--- src/rtl/fib_index_decoder.sv ---
// Inverse Fibonacci lookup: walks F0, F1, ... until the running term reaches or
// passes the accepted value, then reports the match flag and the index reached.
module fib_index_decoder #(
  parameter int unsigned WIDTH = 32,
  parameter int unsigned IDX_W = 8
) (
  input  logic             clk,
  input  logic             rst,
  input  logic             in_valid,
  output logic             in_ready,
  input  logic [WIDTH-1:0] in_value,
  output logic             out_valid,
  input  logic             out_ready,
  output logic             out_is_fib,
  output logic [IDX_W-1:0] out_index,
  output logic             busy
);

  typedef enum logic [1:0] {StIdle, StSearch, StDone} state_t;

  state_t           state;
  logic [WIDTH-1:0] target;
  // Two guard bits keep the running term from wrapping past the largest target.
  logic [WIDTH+1:0] a;
  logic [WIDTH+1:0] b;
  logic [IDX_W-1:0] idx;
  logic [WIDTH+1:0] target_ext;

  assign target_ext = {2'b00, target};
  assign in_ready   = (state == StIdle);
  assign busy       = (state != StIdle);

  always_ff @(posedge clk or posedge rst) begin
    if (rst) begin
      state      <= StIdle;
      target     <= '0;
      a          <= '0;
      b          <= (WIDTH+2)'(1);
      idx        <= '0;
      out_valid  <= 1'b0;
      out_is_fib <= 1'b0;
      out_index  <= '0;
    end else begin
      unique case (state)
        StIdle: begin
          if (in_valid) begin
            target <= in_value;
            a      <= '0;
            b      <= (WIDTH+2)'(1);
            idx    <= '0;
            state  <= StSearch;
          end
        end
        StSearch: begin
          if (a >= target_ext) begin
            out_is_fib <= (a == target_ext);
            out_index  <= idx;
            out_valid  <= 1'b1;
            state      <= StDone;
          end else begin
            a   <= b;
            b   <= a + b;
            idx <= idx + IDX_W'(1);
          end
        end
        StDone: begin
          if (out_ready) begin
            out_valid <= 1'b0;
            state     <= StIdle;
          end
        end
        default: state <= StIdle;
      endcase
    end
  end

endmodule

--- config.mk ---
export PLATFORM = sky130hd
export DESIGN_NAME = fib_index_decoder
export DESIGN_NICKNAME = d
export VERILOG_FILES = /design/src/rtl/fib_index_decoder.sv
export SDC_FILE = /design/constraint.sdc
export NUM_CORES = 1
export LEC_CHECK = 0
export BUFFER_PORTS_ARGS = -buffer_cell sky130_fd_sc_hd__buf_2
export CAP_MARGIN = 20
export CORE_UTILIZATION = 43
export CTS_CLUSTER_SIZE = 28
export DETAILED_ROUTE_END_ITERATION = 16
export PLACE_DENSITY = 0.6
export SETUP_SLACK_MARGIN = 0.3
export SLEW_MARGIN = 30
export SYNTH_ARGS = -nofsm -noshare
export SYNTH_HDL_FRONTEND = slang
export SYNTH_SLANG_ARGS = --single-unit
--- constraint.sdc ---
create_clock -name clk -period 9.7 [get_ports clk]
set_input_delay 1.455 -clock clk [delete_from_list [all_inputs] [get_ports clk]]
set_output_delay 1.455 -clock clk [all_outputs]
set_load 0.01 [all_outputs]
; ---- Yosys cells after proc, flatten, opt, wreduce, memory -nomap -nowiden
; Cells that the tools add are included.
; Widths: inputs -> output; s select.
[totals]
out_inout_bits = 12
in_bits = 36
reg_bits = 120
wordCells = 43
[classes]
order_cmp = 1
n_mux = 16
n_reduce_logical = 9
eq_ne = 7
add_sub_neg = 2
[op_table]
columns = op, count
row1 = $mux 34, 4
row2 = $pmux 34 s2, 2
row3 = $add 34x34->34, 1
row4 = $eq 34x32->1, 1
row5 = $ge 34x32->1, 1
row6 = $mux 8, 2
row7 = $pmux 8 s2, 1
row8 = $reduce_and 3->1, 3
row9 = $add 8x1->8 const B, 1
row10 = $ne 2x2->1 const B, 4
row11 = $mux 2, 3
row12 = $pmux 2 s3, 1
row13 = $reduce_bool 2->1, 3
row14 = $reduce_and 2->1, 2
row15 = $eq 2x1->1 const B, 1
row16 = $eq 2x2->1 const B, 1
row17 = $logic_not 2->1, 1
row18 = $mux 1, 2
row19 = $pmux 1 s2, 1

; ---- Logic depth before layout (Yosys ltp)
; Gate-level depths: netlist of the first run.
[depth]
word_depth = 3
ltp_mapped = 12
mapped_depth_nobuf = 12

; ---- Least setup slack after synthesis of the first run
; Ideal clock, no wire load.
[synth_timing]
path_type = reg2reg
startpoint = register a[29]
endpoint = register out_index[0]
slack_ns = 6.950
t_required_ns = 9.573
n_path_buf = 1
arrival_ns = 2.623
setup_time_ns = 0.127
period_less_slack_ns = 2.750
path_stages_with_launch = 10
path_cell_list = dfrtp_1 ha_1 nand4_1 or4_4 or4_1 nand2b_4 nand4_1 and2b_1 buf_6 mux2_1
[synth_between]
elab_chain_cells = 2
[synth_lines]
columns = item, line_no
row1 = start: declaration, 24  ; logic [WIDTH+1:0] a;
row2 = start signal: assignment, 37  ; a <= '0;
row3 = start signal: assignment, 48  ; a <= '0;
row4 = start signal: assignment, 61  ; a <= b;
row5 = $ge 34x32->1, 55  ; if (a >= target_ext) begin
row6 = $reduce_and 2->1 (no line), n/a
row7 = end signal: assignment, 57  ; out_index <= idx;
row8 = end: declaration, 15  ; output logic [IDX_W-1:0] out_index,
; No other way between the ends.
; A chain may end at the register's enable or synchronous reset.

; ---- Final worst setup path of the first run
[layout_timing]
startpoint = register a[29]
endpoint = register b[32]
[layout_between]
elab_chain_cells = 3
word_cells_on_any_way = 6
classes_between = add/sub: 1 / order compare: 1 / eq/ne: 1 / mux: 2 / reduce/logical: 1
[layout_lines]
columns = item, line_no
row1 = $add 34x34->34 or $ge 34x32->1 (tied branches), "62, 55"
row2 = $mux 34 or $ne 2x2->1 (tied branches), n/a
row3 = $pmux 34 s2 or $reduce_and 3->1 (tied branches), n/a
row4 = end signal: assignment, 38  ; b <= (WIDTH+2)'(1);
row5 = end signal: assignment, 49  ; b <= (WIDTH+2)'(1);
row6 = end signal: assignment, 62  ; b <= a + b;
row7 = end: declaration, 25  ; logic [WIDTH+1:0] b;
; Several ways; a longest one is shown, not always the timed one. The select of a mux whose other input is x is not followed.

==> metrics, run 1 <==
Die ar.=16800 um^2; most numerous cell in the Yosys netlist=nand2_1; hold crit path type=reg -> reg; clock share of power=0.274; Critical Path Start Type=flip-flop; Warnings, synthesis=0; clock slew at reported path FFs=0.06 ns; R2R depth=10; Final Setup Violations=0; Critical path origin=a[29]; largest net degree at the start of global routing=88; Hold Violations, Final=0; Starting Density=0.442; clk buf depth=2; number of synthesized flops with an enable pin=0; CP Class=reg -> reg; Global Route Usage Sum=0.201; FF-to-FF Start=a[29]; CP Capture Type=flip-flop; Die W=130 um; register area=3000 um^2; first-pass GRT wire length=26100 um; DP Worst Slack=6.19 ns; top cells by count, synth=nand2_1 (123), dfrtp_1 (119), o21ai_0 (95); Layout Nets=916; met2 Usage GRT=0.334; IO Pins=48; Synth top area share=0.424; f_max=0.284 GHz; Hold Path Stages=1; DRT Pass-1 Iters=5; Core Area=15900 um^2; Crit Reg-Reg Endpoint=b[32]; P per Cell Area=295 nW/um^2; ANT cells=0; CTS tree=built; CP max FO=87; RSZ-0062 raised after global routing=no; GRT met3 Usage=0.0541; hold path startpoint=out_index[4]; Max IR drop VDD=0.000203 V; clock sinks=120; Final WS setup=6.18 ns; multi-input combinational cell area=3660 um^2; Area Growth Syn to Fin=14.4%; Seq/Total Area, Yosys=0.428; GRT met1 Usage=0.249; WL per Instance=14.7 um; # fillers=1477; worst path required time=10.01 ns; WL final=15300 um; Final Cycle Share=0.363; Via density=5.41; Die Ht=130 um; Sw Share=0.397; cell accounting for the most synthesized area=dfrtp_1; Seq cells post-synth=120; Reg power frac=0.332; grt peak-use layer=met2; synthesized area per cell=9.06 um^2; status=finished clean; total CTS buffers=17; initial antenna violation count=0; CP Data Arrival Time=3.83 ns; hpwl dp=10300 um; ys flop type=dfrtp_1; DRC=0; H-tree level count=4; hold path endpoint=out_index[4]; worst-margin pin slew=0.820 ns; clock skew=0.00761 ns; R2R setup slack=6.18 ns; Max transition margin=0.453; Routed Antenna Nets=0; layout cells sized above 1=0.110; number of global-route vias before repair=5479; clock latency on the worst-skew pair=0.43 ns; Overflow after GRT=0; Clock Tree Root=clkbuf_16; IO buf count=47; DRT iter0 DRCs=315; Leak=4.15 nW; routability cong.=0.838; ordered list of cells on the worst path=ha_1, nand4_1, or4_4, or4_1, nand2b_4, nand4_4, buf_4, nor2_1, mux2i_1, nand2_1; combinational fraction of design power=0.394; setup tns final=0 ns; Syn Nets=877; post_cts resized=0; Hold Buf Count CTS=0; dominant cells by area after synthesis=dfrtp_1 (42%), ha_1 (12%), o21ai_0 (6.8%), nand2_1 (6.6%), nand3_1 (5.1%); asr flop ratio synth=1.00; Mapped Area=7020 um^2; Max Slew Vio Count=0; Synth Instances=774; slowest cell on the critical path=buf_4; post-CTS setup buffers=0; Power Internal=1.43 mW; Worst path max stage delay=0.69 ns; max capacitance violation total=0; sw power=0.940 mW; Tmin final=3.52 ns; via count=5640; cell row count=46; unique cell type count in the Yosys netlist=55
## registers in the layout, indices dropped and copies added, names as in the netlist
register    count
a              34
out_is_fib      1
out_index       8
target         32
out_valid       1
state           2
b              34
idx             8
## cell families after synthesis
family / count (synthesis) / share of synthesized area
AND/OR/NAND/NOR: 267 / 0.177
XOR/XNOR: 28 / 0.0350
AO/OA/AOI/OAI: 201 / 0.171
flip-flops: 120 / 0.428
buffers and inverters: 81 / 0.0526
multiplexers: 10 / 0.0159
adder cells (fa/ha/maj): 67 / 0.121
## per-layer routing
layer | up-vias | part of all wire
met5 | - | 0
met1 | 2731 | 0.46
met2 | 92 | 0.49
met4 | 0 | 0.015
met3 | 18 | 0.032
li1 | 2799 | -
## power by group through the flow
stage / combinational, mW / clock [mW] / sequential (mW)
3_3_place_gp: 0.881 / 0 / 0.790
2_1_floorplan: 0.741 / 0 / 0.768
3_5_place_dp: 0.914 / 0 / 0.796
4_1_cts: 0.925 / 0.662 / 0.789
6_report: 0.933 / 0.649 / 0.788
5_1_grt: 1.06 / 0.689 / 0.812
## per-stage QoR
step                area, um^2  cells  utilization  power, mW  hold slack (ns)
floorplan                 7020    774            -       1.51            0.450
global placement          7380   1009        0.465       1.67            0.461
detailed placement        7390   1009        0.465       1.71            0.467
CTS                       8000   1041        0.503       2.38            0.482
global route              8030   1042        0.505       2.56            0.500
finish                    8030   1042        0.505       2.37            0.475
## critical path: cells and delay by family, from the launching register on
| kind | cells | cell delay [ns] |
|---|---|---|
| adder cells (fa/ha/maj) | 1 | 0.31 |
| multiplexers | 1 | 0.17 |
| flip-flops | 1 | 0.41 |
| AND/OR/NAND/NOR | 7 | 1.79 |
| buffers and inverters | 1 | 0.69 |
## cells in the final DEF, fill, tap and decap left out, drive strengths merged, types with 2 or more instances in the layout
master | netlist | routed
a211oi | 2 | 2
a21o | 26 | 26
a21oi | 35 | 35
a221oi | 2 | 2
a2bb2oi | 2 | 2
a311oi | 2 | 2
a31oi | 8 | 8
a41o | 2 | 2
and2 | 3 | 3
and3 | 2 | 2
and4 | 3 | 3
buf | 16 | 51
bufinv | 0 | 3
clkbuf | 15 | 21
clkinv | 0 | 7
dfrtp | 119 | 119
ha | 66 | 66
inv | 50 | 50
mux2 | 9 | 9
nand2 | 123 | 123
nand2b | 10 | 10
nand3 | 72 | 72
nand4 | 10 | 10
nor2 | 23 | 23
nor2b | 7 | 7
nor3 | 5 | 5
o2111ai | 3 | 3
o211ai | 3 | 3
o21a | 6 | 6
o21ai | 95 | 95
o31ai | 7 | 7
or3 | 2 | 2
or4 | 2 | 2
xnor2 | 14 | 14
xor2 | 14 | 14
## area by class of cell
class | instances | share of cell area
Clock buffer | 21 | 0.0574
Clock inverter | 11 | 0.0184
Inverter | 50 | 0.0237
Multi-Input combinational cell | 573 | 0.457
Sequential cell | 120 | 0.374
Tap cell | 216 | 0.0337
Timing Repair Buffer | 51 | 0.0360
## how the worst max path moves through the flow
stage	to	slack, ns	cells past startpoint
detailed placement	b[32]	6.19	10
CTS	b[32]	6.18	10
floorplan	a[0]	5.06	1
global placement	b[32]	6.27	10
global route	b[32]	5.90	10
finish	b[32]	6.18	10
No activity file was read; power rests on OpenSTA's default activity.
==> run 2, diff against run 1 <==
--- a/config.mk
+++ b/config.mk
@@ -10,7 +10,7 @@
 export CORE_UTILIZATION = 43
 export CTS_CLUSTER_SIZE = 28
 export DETAILED_ROUTE_END_ITERATION = 16
-export PLACE_DENSITY = 0.6
+export PLACE_DENSITY = 0.62
 export SETUP_SLACK_MARGIN = 0.3
 export SLEW_MARGIN = 30
 export SYNTH_ARGS = -nofsm -noshare
==> constraint.sdc (replaced) <==
create_clock -name clk -period 3.2 [get_ports clk]
set_input_delay 0.48 -clock clk [delete_from_list [all_inputs] [get_ports clk]]
set_output_delay 0.48 -clock clk [all_outputs]
set_load 0.01 [all_outputs]
==> metrics, run 2 (same netlist as run 1, synthesis figures left out) <==
status=finished clean; Area Growth Syn to Fin=22.3%; first-pass GRT wire length=27800 um; DR WL met2=8410 um; Max transition margin=0.516; Final Setup Violations=0; Pwr Total=8.01 mW; RSZ-0062 raised after global routing=yes; Die W=130 um; hold crit path type=in -> async; fin cells=1076; total CTS buffers=17; DR top layer=met4; # fillers=1401; Final Cycle Share=0.911; ordered list of cells on the worst path=ha_4, nand4_1, or4_4, or4_4, nand2b_4, nand4_1, buf_4, and2b_4, mux2_1; Overflow after GRT=0; Starting Density=0.442; Crit path max-delay family=simple AND/OR/NAND/NOR gates; Worst path max stage delay=0.53 ns; Leak=4.39 nW; R2R setup slack=0.28 ns; hpwl dp=10900 um; CP max FO=5; Global Route Usage Sum=0.213; Core Area=15900 um^2; Hold Violations, Final=0; DP Cell Count=1016; max capacitance violation total=0; Regs by FF count=a: 34 flops, b: 34 flops, target: 32 flops; WL per Instance=16.2 um; DRT iter0 DRCs=383; clock latency on the worst-skew pair=0.43 ns; Area after DPL=7470 um^2; wire length on met3=619 um; Max IR drop VDD=0.000582 V; routability cong.=0.880; setup tns final=0 ns; IO buf count=47; final core occ=0.540; CP Data Arrival Time=3.21 ns; f_max=0.343 GHz; post-route cell area=8580 um^2; hold slack=0.175 ns; CP Buf/Inv Count=1; Via density=5.46; leading cell type in the layout, fill and taps excluded=nand2_1; Final WS setup=0.284 ns; WL final=17400 um; Die Ht=130 um; Layout Nets=950; H-tree level count=4; worst path required time=3.50 ns; worst-margin pin slew=0.724 ns; Tmin final=2.92 ns; clock skew=0.00892 ns; Max Slew Vio Count=0; ANT cells=0; clk buf depth=2; DRT Pass-1 Iters=5; largest net degree at the start of global routing=63; CTS tree=built; number of global-route vias before repair=5723; DRC=0; Hold Buf Count CTS=0; initial antenna violation count=0; CP Class=reg -> reg; layout cells sized above 1=0.180; DP Worst Slack=0.0661 ns; CP Capture Type=flip-flop; clock slew at reported path FFs=0.05 ns; clock sinks=120; IO Pins=48; via count=5875; Metal-1 WL=8010 um; Critical Path Start Type=flip-flop; Clock Tree Root=clkbuf_16; cell row count=46; P per Cell Area=934 nW/um^2; most frequent cells in the layout=nand2_1 (122), dfrtp_1 (119), o21ai_0 (90); Die ar.=16800 um^2; Routed Antenna Nets=0; slowest cell on the critical path=or4_4
-- run 2: repair_timing --
action                     4_1_cts  5_1_grt
gates cloned                     3        3
pin swaps                        5       16
gates resized for setup         11       36
setup endpoints to repair       20       71
setup buffers                    8       14
-- run 2: final cells by class --
type	instances	area, um^2	share of cell area
clock buffers	24	502	0.0585
clock inverters	8	92.6	0.0108
inverters	50	191	0.0223
multi-input cells	574	3840	0.447
flip-flops and latches	120	3000	0.350
well taps	216	270	0.0315
repair buffers	84	679	0.0792
-- run 2: report_power, final --
part | switching [mW] | internal (mW)
clock | 0.693 | 1.24
sequential | 0.350 | 2.05
combinational | 2.12 | 1.56
total | 3.16 | 4.85
-- run 2: path summary, 6_finish.rpt --
check,startpoint,cells past startpoint,endpoint
setup / recovery,a[30],9,out_index[1]
hold / removal,rst,2,target[27]
setup reg to reg,a[30],9,out_index[1]
hold reg to reg,out_index[6],1,out_index[6]
max in group asynchronous,rst,3,target[8]
min in group clk,in_value[0],3,target[0]
-- run 2: per-layer routing --
metal  global-route usage  up-vias
li1                     -     2870
met1                0.271     2855
met2                0.354      122
met3               0.0443       28
met4               0.0903        0
met5                    0        -
